<file path="src/rtl/serial_mac_pkg.sv">
// rtl/serial_mac_pkg.sv - shared state encoding and default widths for the bit-serial MAC
package serial_mac_pkg;

  localparam int OP_W_DEF  = 8;
  localparam int ACC_W_DEF = 20;

  typedef enum logic [2:0] {
    ST_IDLE,
    ST_LOAD,
    ST_MUL,
    ST_ACC,
    ST_OUT,
    ST_DONE
  } state_e;

endpackage

</file>
<file path="src/rtl/serial_mac_if.sv">
// rtl/serial_mac_if.sv - pin-level serial MAC bundle: control/operand pins in, result stream and flags out
interface serial_mac_if;

  logic start;
  logic clear_acc;
  logic ser_a;
  logic ser_b;
  logic ser_out;
  logic ser_valid;
  logic busy;
  logic done;
  logic carry_out;

  modport master (
    output start, clear_acc, ser_a, ser_b,
    input  ser_out, ser_valid, busy, done, carry_out
  );

  modport slave (
    input  start, clear_acc, ser_a, ser_b,
    output ser_out, ser_valid, busy, done, carry_out
  );

endinterface

</file>
<file path="src/rtl/serial_mac_mult.sv">
// rtl/serial_mac_mult.sv - OP_W-cycle unsigned shift-add multiplier; operands captured on start_i
module serial_mac_mult
  import serial_mac_pkg::*;
#(
  parameter int OP_W = OP_W_DEF
) (
  input  logic              clock,
  input  logic              reset_n,
  input  logic              start_i,
  input  logic [OP_W-1:0]   a_i,
  input  logic [OP_W-1:0]   b_i,
  output logic [2*OP_W-1:0] product_o,
  output logic              done_o
);

  localparam int CW = $clog2(OP_W + 1);

  logic [2*OP_W-1:0] mcand_q, mcand_d;
  logic [2*OP_W-1:0] prod_q, prod_d;
  logic [OP_W-1:0]   mplier_q, mplier_d;
  logic [CW-1:0]     cnt_q, cnt_d;
  logic              run_q, run_d;

  // High while the last multiplier bit is being folded in; product_o is final the cycle after.
  assign done_o    = run_q && (cnt_q == CW'(OP_W - 1));
  assign product_o = prod_q;

  always_comb begin
    mcand_d  = mcand_q;
    prod_d   = prod_q;
    mplier_d = mplier_q;
    cnt_d    = cnt_q;
    run_d    = run_q;
    if (start_i) begin
      mcand_d  = {{OP_W{1'b0}}, a_i};
      mplier_d = b_i;
      prod_d   = '0;
      cnt_d    = '0;
      run_d    = 1'b1;
    end else if (run_q) begin
      if (mplier_q[0]) begin
        prod_d = prod_q + mcand_q;
      end
      mcand_d  = mcand_q << 1;
      mplier_d = mplier_q >> 1;
      cnt_d    = cnt_q + CW'(1);
      if (done_o) begin
        run_d = 1'b0;
      end
    end
  end

  always_ff @(posedge clock or negedge reset_n) begin
    if (!reset_n) begin
      mcand_q  <= '0;
      prod_q   <= '0;
      mplier_q <= '0;
      cnt_q    <= '0;
      run_q    <= 1'b0;
    end else begin
      mcand_q  <= mcand_d;
      prod_q   <= prod_d;
      mplier_q <= mplier_d;
      cnt_q    <= cnt_d;
      run_q    <= run_d;
    end
  end

endmodule

</file>
<file path="src/rtl/serial_mac_core.sv">
// rtl/serial_mac_core.sv - bit-serial MAC controller, operand shifters, accumulator and serialiser; SERIAL_MAC_SAT_EN selects saturating accumulate
module serial_mac_core
  import serial_mac_pkg::*;
#(
  parameter int OP_W  = OP_W_DEF,
  parameter int ACC_W = ACC_W_DEF
) (
  input logic         clock,
  input logic         reset_n,
  serial_mac_if.slave bus
);

  localparam int CNT_W = $clog2(ACC_W + 1);

  generate
    if (ACC_W < 2 * OP_W) begin : g_width_check
      $error("serial_mac_core: ACC_W must be at least 2*OP_W");
    end
  endgenerate

  state_e              state_q, state_d;
  logic [CNT_W-1:0]    cnt_q, cnt_d;
  logic [OP_W-1:0]     op_a_q, op_a_d;
  logic [OP_W-1:0]     op_b_q, op_b_d;
  logic [ACC_W-1:0]    acc_q, acc_d;
  logic                carry_q, carry_d;
  logic                mult_start;
  logic                mult_done;
  logic [2*OP_W-1:0]   product;
  logic [ACC_W:0]      sum_w;
  logic [ACC_W-1:0]    acc_shift;

  // The multiplier latches the operand values being completed on the final LOAD edge.
  serial_mac_mult #(
    .OP_W (OP_W)
  ) u_mult (
    .clock     (clock),
    .reset_n   (reset_n),
    .start_i   (mult_start),
    .a_i       (op_a_d),
    .b_i       (op_b_d),
    .product_o (product),
    .done_o    (mult_done)
  );

  assign sum_w     = {1'b0, acc_q} + (ACC_W + 1)'(product);
  assign acc_shift = acc_q >> cnt_q;

  always_comb begin
    state_d    = state_q;
    cnt_d      = cnt_q;
    op_a_d     = op_a_q;
    op_b_d     = op_b_q;
    acc_d      = acc_q;
    carry_d    = carry_q;
    mult_start = 1'b0;
    case (state_q)
      ST_IDLE: begin
        if (bus.clear_acc) begin
          acc_d   = '0;
          carry_d = 1'b0;
        end
        if (bus.start) begin
          state_d = ST_LOAD;
          cnt_d   = '0;
        end
      end
      ST_LOAD: begin
        op_a_d = {bus.ser_a, op_a_q[OP_W-1:1]};
        op_b_d = {bus.ser_b, op_b_q[OP_W-1:1]};
        cnt_d  = cnt_q + CNT_W'(1);
        if (cnt_q == CNT_W'(OP_W - 1)) begin
          state_d    = ST_MUL;
          cnt_d      = '0;
          mult_start = 1'b1;
        end
      end
      ST_MUL: begin
        if (mult_done) begin
          state_d = ST_ACC;
        end
      end
      ST_ACC: begin
`ifdef SERIAL_MAC_SAT_EN
        acc_d = sum_w[ACC_W] ? {ACC_W{1'b1}} : sum_w[ACC_W-1:0];
`else
        acc_d = sum_w[ACC_W-1:0];
`endif
        carry_d = carry_q | sum_w[ACC_W];
        state_d = ST_OUT;
        cnt_d   = '0;
      end
      ST_OUT: begin
        cnt_d = cnt_q + CNT_W'(1);
        if (cnt_q == CNT_W'(ACC_W - 1)) begin
          state_d = ST_DONE;
          cnt_d   = '0;
        end
      end
      ST_DONE: begin
        state_d = ST_IDLE;
      end
      default: begin
        state_d = ST_IDLE;
      end
    endcase
  end

  always_ff @(posedge clock or negedge reset_n) begin
    if (!reset_n) begin
      state_q <= ST_IDLE;
      cnt_q   <= '0;
      op_a_q  <= '0;
      op_b_q  <= '0;
      acc_q   <= '0;
      carry_q <= 1'b0;
    end else begin
      state_q <= state_d;
      cnt_q   <= cnt_d;
      op_a_q  <= op_a_d;
      op_b_q  <= op_b_d;
      acc_q   <= acc_d;
      carry_q <= carry_d;
    end
  end

  // Outputs decode the registered state so an asserted reset silences them immediately.
  assign bus.busy      = (state_q != ST_IDLE);
  assign bus.ser_valid = (state_q == ST_OUT);
  assign bus.ser_out   = (state_q == ST_OUT) & acc_shift[0];
  assign bus.done      = (state_q == ST_DONE);
  assign bus.carry_out = carry_q;

endmodule

</file>
<file path="src/flat_wrapper.sv">
// flat-port wrapper written by rule: the top's interface ports become plain ports
module serial_mac_core_flat import serial_mac_pkg::*;
#(
  parameter int OP_W  = OP_W_DEF,
  parameter int ACC_W = ACC_W_DEF
)
  (clock, reset_n, bus_start, bus_clear_acc, bus_ser_a, bus_ser_b, bus_ser_out, bus_ser_valid, bus_busy, bus_done, bus_carry_out);
  serial_mac_if bus_i ();
  input logic clock;
  input logic reset_n;
  input wire logic [$bits(bus_i.start)-1:0] bus_start;
  input wire logic [$bits(bus_i.clear_acc)-1:0] bus_clear_acc;
  input wire logic [$bits(bus_i.ser_a)-1:0] bus_ser_a;
  input wire logic [$bits(bus_i.ser_b)-1:0] bus_ser_b;
  output wire logic [$bits(bus_i.ser_out)-1:0] bus_ser_out;
  output wire logic [$bits(bus_i.ser_valid)-1:0] bus_ser_valid;
  output wire logic [$bits(bus_i.busy)-1:0] bus_busy;
  output wire logic [$bits(bus_i.done)-1:0] bus_done;
  output wire logic [$bits(bus_i.carry_out)-1:0] bus_carry_out;
  assign bus_i.start = bus_start;
  assign bus_i.clear_acc = bus_clear_acc;
  assign bus_i.ser_a = bus_ser_a;
  assign bus_i.ser_b = bus_ser_b;
  assign bus_ser_out = bus_i.ser_out;
  assign bus_ser_valid = bus_i.ser_valid;
  assign bus_busy = bus_i.busy;
  assign bus_done = bus_i.done;
  assign bus_carry_out = bus_i.carry_out;
  serial_mac_core #(.OP_W(OP_W), .ACC_W(ACC_W)) u_core (.clock(clock), .reset_n(reset_n), .bus(bus_i));
endmodule
</file>
<file path="config.mk">
export PLATFORM = sky130hd
export DESIGN_NAME = serial_mac_core_flat
export DESIGN_NICKNAME = d
export VERILOG_FILES = /design/src/rtl/serial_mac_pkg.sv /design/src/rtl/serial_mac_if.sv /design/src/rtl/serial_mac_mult.sv /design/src/rtl/serial_mac_core.sv /design/src/flat_wrapper.sv
export SDC_FILE = /design/constraint.sdc
export NUM_CORES = 1
export LEC_CHECK = 0
export ABC_CLOCK_PERIOD_IN_PS = 2410
export CAP_MARGIN = 20
export CELL_PAD_IN_SITES_DETAIL_PLACEMENT = 1
export CELL_PAD_IN_SITES_GLOBAL_PLACEMENT = 2
export CORE_ASPECT_RATIO = 0.75
export CORE_MARGIN = 2
export CORE_UTILIZATION = 37
export DETAILED_ROUTE_END_ITERATION = 10
export PLACE_DENSITY = 0.83
export RECOVER_POWER = 25
export SETUP_SLACK_MARGIN = 0.1
export SLEW_MARGIN = 40
export SYNTH_ARGS = -nofsm -noshare
export SYNTH_HDL_FRONTEND = slang
export SYNTH_SLANG_ARGS = --single-unit
</file>
<file path="constraint.sdc">
create_clock -name clock -period 2.41 [get_ports clock]
set_input_delay 0.482 -clock clock [delete_from_list [all_inputs] [get_ports clock]]
set_output_delay 0.482 -clock clock [all_outputs]
set_load 0.02 [all_outputs]
</file>
After elaboration in Yosys (flattened, before gate mapping):

Cells that the tools add are included.

* eq/ne operators: 13
* mux-type cells: 29
* bitwise operators: 2
* reductions and logical operators: 11
* shifts and indexed selects: 1
* add/sub/neg operators: 4

Operators with widths (number)
* 16-bit 2-to-1 mux: 5
* 20-bit case mux with 2 select lines: 1
* 8-bit 2-to-1 mux: 4
* 20-bit by 16-bit adder with 21-bit output: 1
* 20-bit 2-to-1 mux: 1
* 5-bit case mux with 4 select lines: 1
* 20-bit by 5-bit >> shifter with 1-bit output: 1
* 16-bit adder: 1
* 5-bit 2-to-1 mux: 3
* 3-bit case mux with 5 select lines: 1
* 3-bit 2-to-1 mux: 4
* 4-bit 2-to-1 mux: 2
* 3-bit by 2-bit == test with 1-bit output (second input constant): 2
* 3-bit == test (second input constant): 2
* 1-bit 2-to-1 mux: 6
* 2-bit by 1-bit != test with 1-bit output (second input constant): 3
* 2-bit AND reduction: 3
* 2-bit nonzero test: 3
* 5-bit by 1-bit adder with 5-bit output (second input constant): 1
* 5-bit by 3-bit == test with 1-bit output (second input constant): 1
* 5-bit == test (second input constant): 1
* 4-bit by 1-bit adder with 4-bit output (second input constant): 1
* 4-bit by 3-bit == test with 1-bit output (second input constant): 1
* 2-bit != test (second input constant): 2
* 9 further kinds: 9

* word-level logic and storage cells: 71
* register bits: 90
* output and inout bits: 5
* bits of input ports: 6

Logic depth before layout (Yosys ltp):

* depth after elaboration: 5
* gate-level depth with buffers: 9
* gate-level depth less buffers: 9

Modules after synthesis:

Synthesis repeated with hierarchy kept, for this count alone.

* cell total of the unflattened synthesis: 614
* area, all modules: 5574.1 µm²

Modules (own cells, without submodules)
* serial_mac_core: cells each 317, instances 1, area each 2836.5 µm², sequential area each 1126.1 µm²
* serial_mac_mult: cells each 297, instances 1, area each 2737.6 µm², sequential area each 1126.1 µm²

Worst setup path after synthesis:

No wires, ideal clock.

* path kind: flip-flop to flip-flop
* start point: register u_core.u_mult.prod_q[0] (netlist: u_core.u_mult.product_o[0])
* end point: register u_core.acc_q[16]
* buffers on the path: 0
* setup time: 0.079 ns
* cell stages (with the launch flop): 9
* arrival: 2.178 ns
* path slack: 0.153 ns
* clock period less this slack: 2.257 ns
* cell sequence: dfrtp_1 -> ha_1 -> fa_1 -> a211oi_1 -> o21ai_0 -> a21oi_1 -> nor4bb_1 -> o21ai_1 -> mux2i_1

* longest elaborated chain between the ends: 2

RTL lines
* start: declaration: RTL line serial_mac_mult.sv:19 `logic [2*OP_W-1:0] prod_q, prod_d;`
* start signal: assignment: RTL line serial_mac_mult.sv:62 `prod_q <= prod_d;`
* 20-bit by 16-bit adder with 21-bit output: RTL line serial_mac_core.sv:46 `assign sum_w = {1'b0, acc_q} + (ACC_W + 1)'(product);`
* 20-bit case mux with 2 select lines: RTL line serial_mac_core.sv:57 `case (state_q)`
* end signal: assignment: RTL line serial_mac_core.sv:115 `acc_q <= '0;`
* end signal: assignment: RTL line serial_mac_core.sv:122 `acc_q <= acc_d;`
* end: declaration: RTL line serial_mac_core.sv:25 `logic [ACC_W-1:0] acc_q, acc_d;`

Every way passes these cells.
A chain may end at the register's enable or synchronous reset.

Worst setup path after layout:

* start point: register u_core.cnt_q[0]
* end point: output bus_ser_out

* longest elaborated chain between the ends: 2

RTL lines
* start: declaration: RTL line serial_mac_core.sv:22 `logic [CNT_W-1:0] cnt_q, cnt_d;`
* start signal: assignment: RTL line serial_mac_core.sv:119 `cnt_q <= cnt_d;`
* 20-bit by 5-bit >> shifter with 1-bit output: RTL line serial_mac_core.sv:47 `assign acc_shift = acc_q >> cnt_q;`
* 1-bit AND: RTL line serial_mac_core.sv:130 `assign bus.ser_out = (state_q == ST_OUT) & acc_shift[0];`
* end: declaration: RTL line flat_wrapper.sv:15 `output wire logic [$bits(bus_i.ser_out)-1:0] bus_ser_out;`

Every way passes these cells.

==> flow_summary.toml <==
[timing]
post-route-period-util = 1.061
worstMarginPinSlew_ns = 1.254
hold_viol = 0
fmax_mhz = 391.1
rsz0062_at_grt = "true"
setup_tns_ns = -0.2331
hold_slack_ns = 0.3822
relSlewSlack = 0.1640
slew_viol_final = 0
skew_ns = 0.01273
setup_viol = 4
period_needed_ns = 2.557
fin_ws_ns = -0.1471

[cells_and_area]
nFillCells = 1658
mostFrequentLayoutCell = "dfrtp_1"
regArea_um2 = 2231
n_antenna_cell = 0
final_area_um2 = 6844
finalNonFillerCells = 838
drive_gt1_frac = 0.2524
syn_to_final_growth_pct = 25.55
multi_input_area_um2 = 3366
fin_nets = 674
final_cell_mix = "dfrtp_1 (86), nand2_1 (78), buf_4 (61)"

[synth]
avgSynthCellArea_um2 = 9.564
netlist_area_um2 = 5451
syn-instance-count = 570
synthFlopType = "dfrtp_1"
ys_async_sr_fraction = 1.000
synth_cell_types = 56
yosys_warnings = 0
yosysSeqAreaShare = 0.4085
synth_edf_count = 0
synth_fp_nets = 611
yosys_register_bits = 89

[routing]
dr.pass1.iters = 4
drc = 0
wl_mm = 15.62
postRouteAntennaNets = 0
via_per_inst = 5.469
post_drt_wl_per_cell_um = 18.64
dr_total_vias = 4583
drtIter0Drc = 208

[clock_tree]
h-tree-depth = 3
cts_tree = "yes"
clock_latency_ns = 0.35
path_clk_slew_ns = 0.07
hold_buffers = 0
clockBufferDepth = 2
numCtsBuffers = 9
clock_sinks = 89
cts_root_buf = "clkbuf_16"

[run]
maxCapViolCount = 0

[global_routing]
grt_max_degree = 55
gr-usage-all-layers = 0.2107
grt_antenna_before_repair = 0
grt_overflow = 0
grt_pass1_wl_mm = 25.65
grt_pass1_vias = 4883

[setup_path]
crit_fanout = 4
r2r_cells = 10
critPathKind = "flop to output port"
rr_startpoint = "u_core.u_mult.product_o[0]"
r2r_setup_slack_ns = -0.04
critPathArrivalTime_ns = 2.08
worst_ep_required_time_ns = 1.93
end_kind = "output port"
startpoint_type = "flop"
r2r_end = "u_core.u_mult.product_o[12]"

[floorplanning]
core_um2 = 14450
std_cell_rows = 38
ios = 11
die_y_um = 109.1
die_w_um = 144.2
initial_utilization = 0.3772
die_area_um2 = 15730

[outcome]
status = "finished with violations"
violations = "setup timing"

[pwr]
finalPower_mw = 5.840
power.leakage_nw = 3.025
max-vdd-ir-drop_mv = 0.4073
power_density_nw_per_um2 = 853.3

[placed_design]
gp_congestion = 0.8643
dpl.hpwl_mm = 11.13
placed_cell_area_um2 = 6131
io_buffer_count = 10
post-place-cells = 809

[min_path]
hold_path.class = "primary input to async pin"
-- registers in the layout (all words and copies together), names as in the netlist --
register / count
u_core.acc_q: 20
u_core.bus.carry_out: 1
u_core.cnt_q: 5
u_core.op_a_q: 7
u_core.u_mult.mcand_q: 16
u_core.state_q: 3
u_core.u_mult.run_q: 1
u_core.op_b_q: 8
u_core.u_mult.product_o: 16
u_core.u_mult.cnt_q: 4
u_core.u_mult.mplier_q: 8
-- routing by layer --
| metal | vias up | track usage | part of all wire |
|---|---|---|---|
| met1 | 2326 | 0.2929 | 0.49 |
| met4 | 0 | 0.04577 | 0.011 |
| li1 | 2192 | - | - |
| met5 | - | 0 | 0 |
| met3 | 16 | 0.03294 | 0.030 |
| met2 | 49 | 0.3497 | 0.46 |
-- power by group --
group	total [mW]	leakage (nW)	internal, mW	switching [mW]
logic	2.16	1.71	0.983	1.18
registers	2.26	1.18	1.90	0.359
clock network	1.42	0.140	0.732	0.685
total	5.84	3.02	3.62	2.22
-- synthesized netlist by cell type (2+ instances only) --
| cell type | count | area (µm²) |
|---|---|---|
| a211oi_1 | 12 | 90.09 |
| a21o_1 | 8 | 60.06 |
| a21oi_1 | 37 | 185.2 |
| a31oi_1 | 5 | 31.28 |
| and2_1 | 5 | 31.28 |
| and3_1 | 5 | 31.28 |
| buf_2 | 7 | 35.03 |
| clkbuf_1 | 20 | 75.07 |
| dfrtp_1 | 89 | 2227 |
| fa_1 | 2 | 40.04 |
| ha_1 | 33 | 412.9 |
| inv_1 | 9 | 33.78 |
| mux2_2 | 16 | 180.2 |
| mux2i_1 | 31 | 310.3 |
| mux4_2 | 5 | 112.6 |
| nand2_1 | 78 | 292.8 |
| nand2b_1 | 4 | 25.02 |
| nand3_1 | 13 | 65.06 |
| nand3b_1 | 5 | 37.54 |
| nand4_1 | 4 | 25.02 |
| nor2_1 | 39 | 146.4 |
| nor2b_1 | 4 | 25.02 |
| nor3_1 | 10 | 50.05 |
| nor3b_1 | 6 | 45.04 |
| o211ai_1 | 6 | 45.04 |
| o21a_1 | 7 | 52.55 |
| o21ai_0 | 50 | 250.2 |
| o21bai_1 | 7 | 52.55 |
| o31a_1 | 2 | 17.52 |
| o31ai_1 | 7 | 52.55 |
| or3_1 | 2 | 12.51 |
| xnor2_1 | 9 | 78.83 |
| xor2_1 | 10 | 87.58 |
-- area by class of cell --
type / count / area share
clock buffer: 9 / 0.03291
tap: 200 / 0.03656
clock inverter: 7 / 0.01079
inverter: 9 / 0.004936
timing repair buffer: 80 / 0.09707
multi-input combinational: 444 / 0.4918
sequential: 89 / 0.3260
-- worst max-delay path, cell delays in order, from the launching register on --
cell      delay (ns)
dfrtp_2         0.42
mux4_2          0.51
nor2b_2         0.18
a211oi_2        0.15
a211oi_1        0.08
a31oi_1         0.16
nor2_1          0.07
buf_4           0.15
-- cell families after synthesis --
logic type | after synthesis | synth area share
flops | 89 | 0.4085
xor+xnor | 19 | 0.03053
buf+inv | 37 | 0.02708
compound gates | 154 | 0.1806
simple gates | 184 | 0.1595
mux | 52 | 0.1106
fa+ha+maj | 35 | 0.08309
-- what timing repair did --
item / 4_1_cts / 5_1_grt
cloned: 0 / 0
pin swaps: 20 / 35
endpoints found under the setup margin: 24 / 23
gates resized for setup: 47 / 39
buffers inserted: 4 / 10
-- worst max path at each step --
stage                                    start                to  slack (ns)  depth (start not counted)
floorplan           u_core.u_mult.product_o[0]  u_core.acc_q[16]        0.15                          8
global placement               u_core.cnt_q[0]       bus_ser_out       -0.21                          7
detailed placement             u_core.cnt_q[0]       bus_ser_out       -0.27                          7
CTS                            u_core.cnt_q[0]       bus_ser_out       -0.15                          7
global route                   u_core.cnt_q[0]       bus_ser_out       -0.25                          7
finish                         u_core.cnt_q[0]       bus_ser_out       -0.15                          7
-- stage by stage --
stage            util  worst slack (ns)
6_report       0.4735           -0.1471
3_5_place_dp   0.4242           -0.2683
3_3_place_gp   0.4242           -0.2115
5_1_grt        0.4735           -0.2520
4_1_cts        0.4573           -0.1462
2_1_floorplan       -            0.1531
Note: power is estimated with default switching activity, not from simulation.
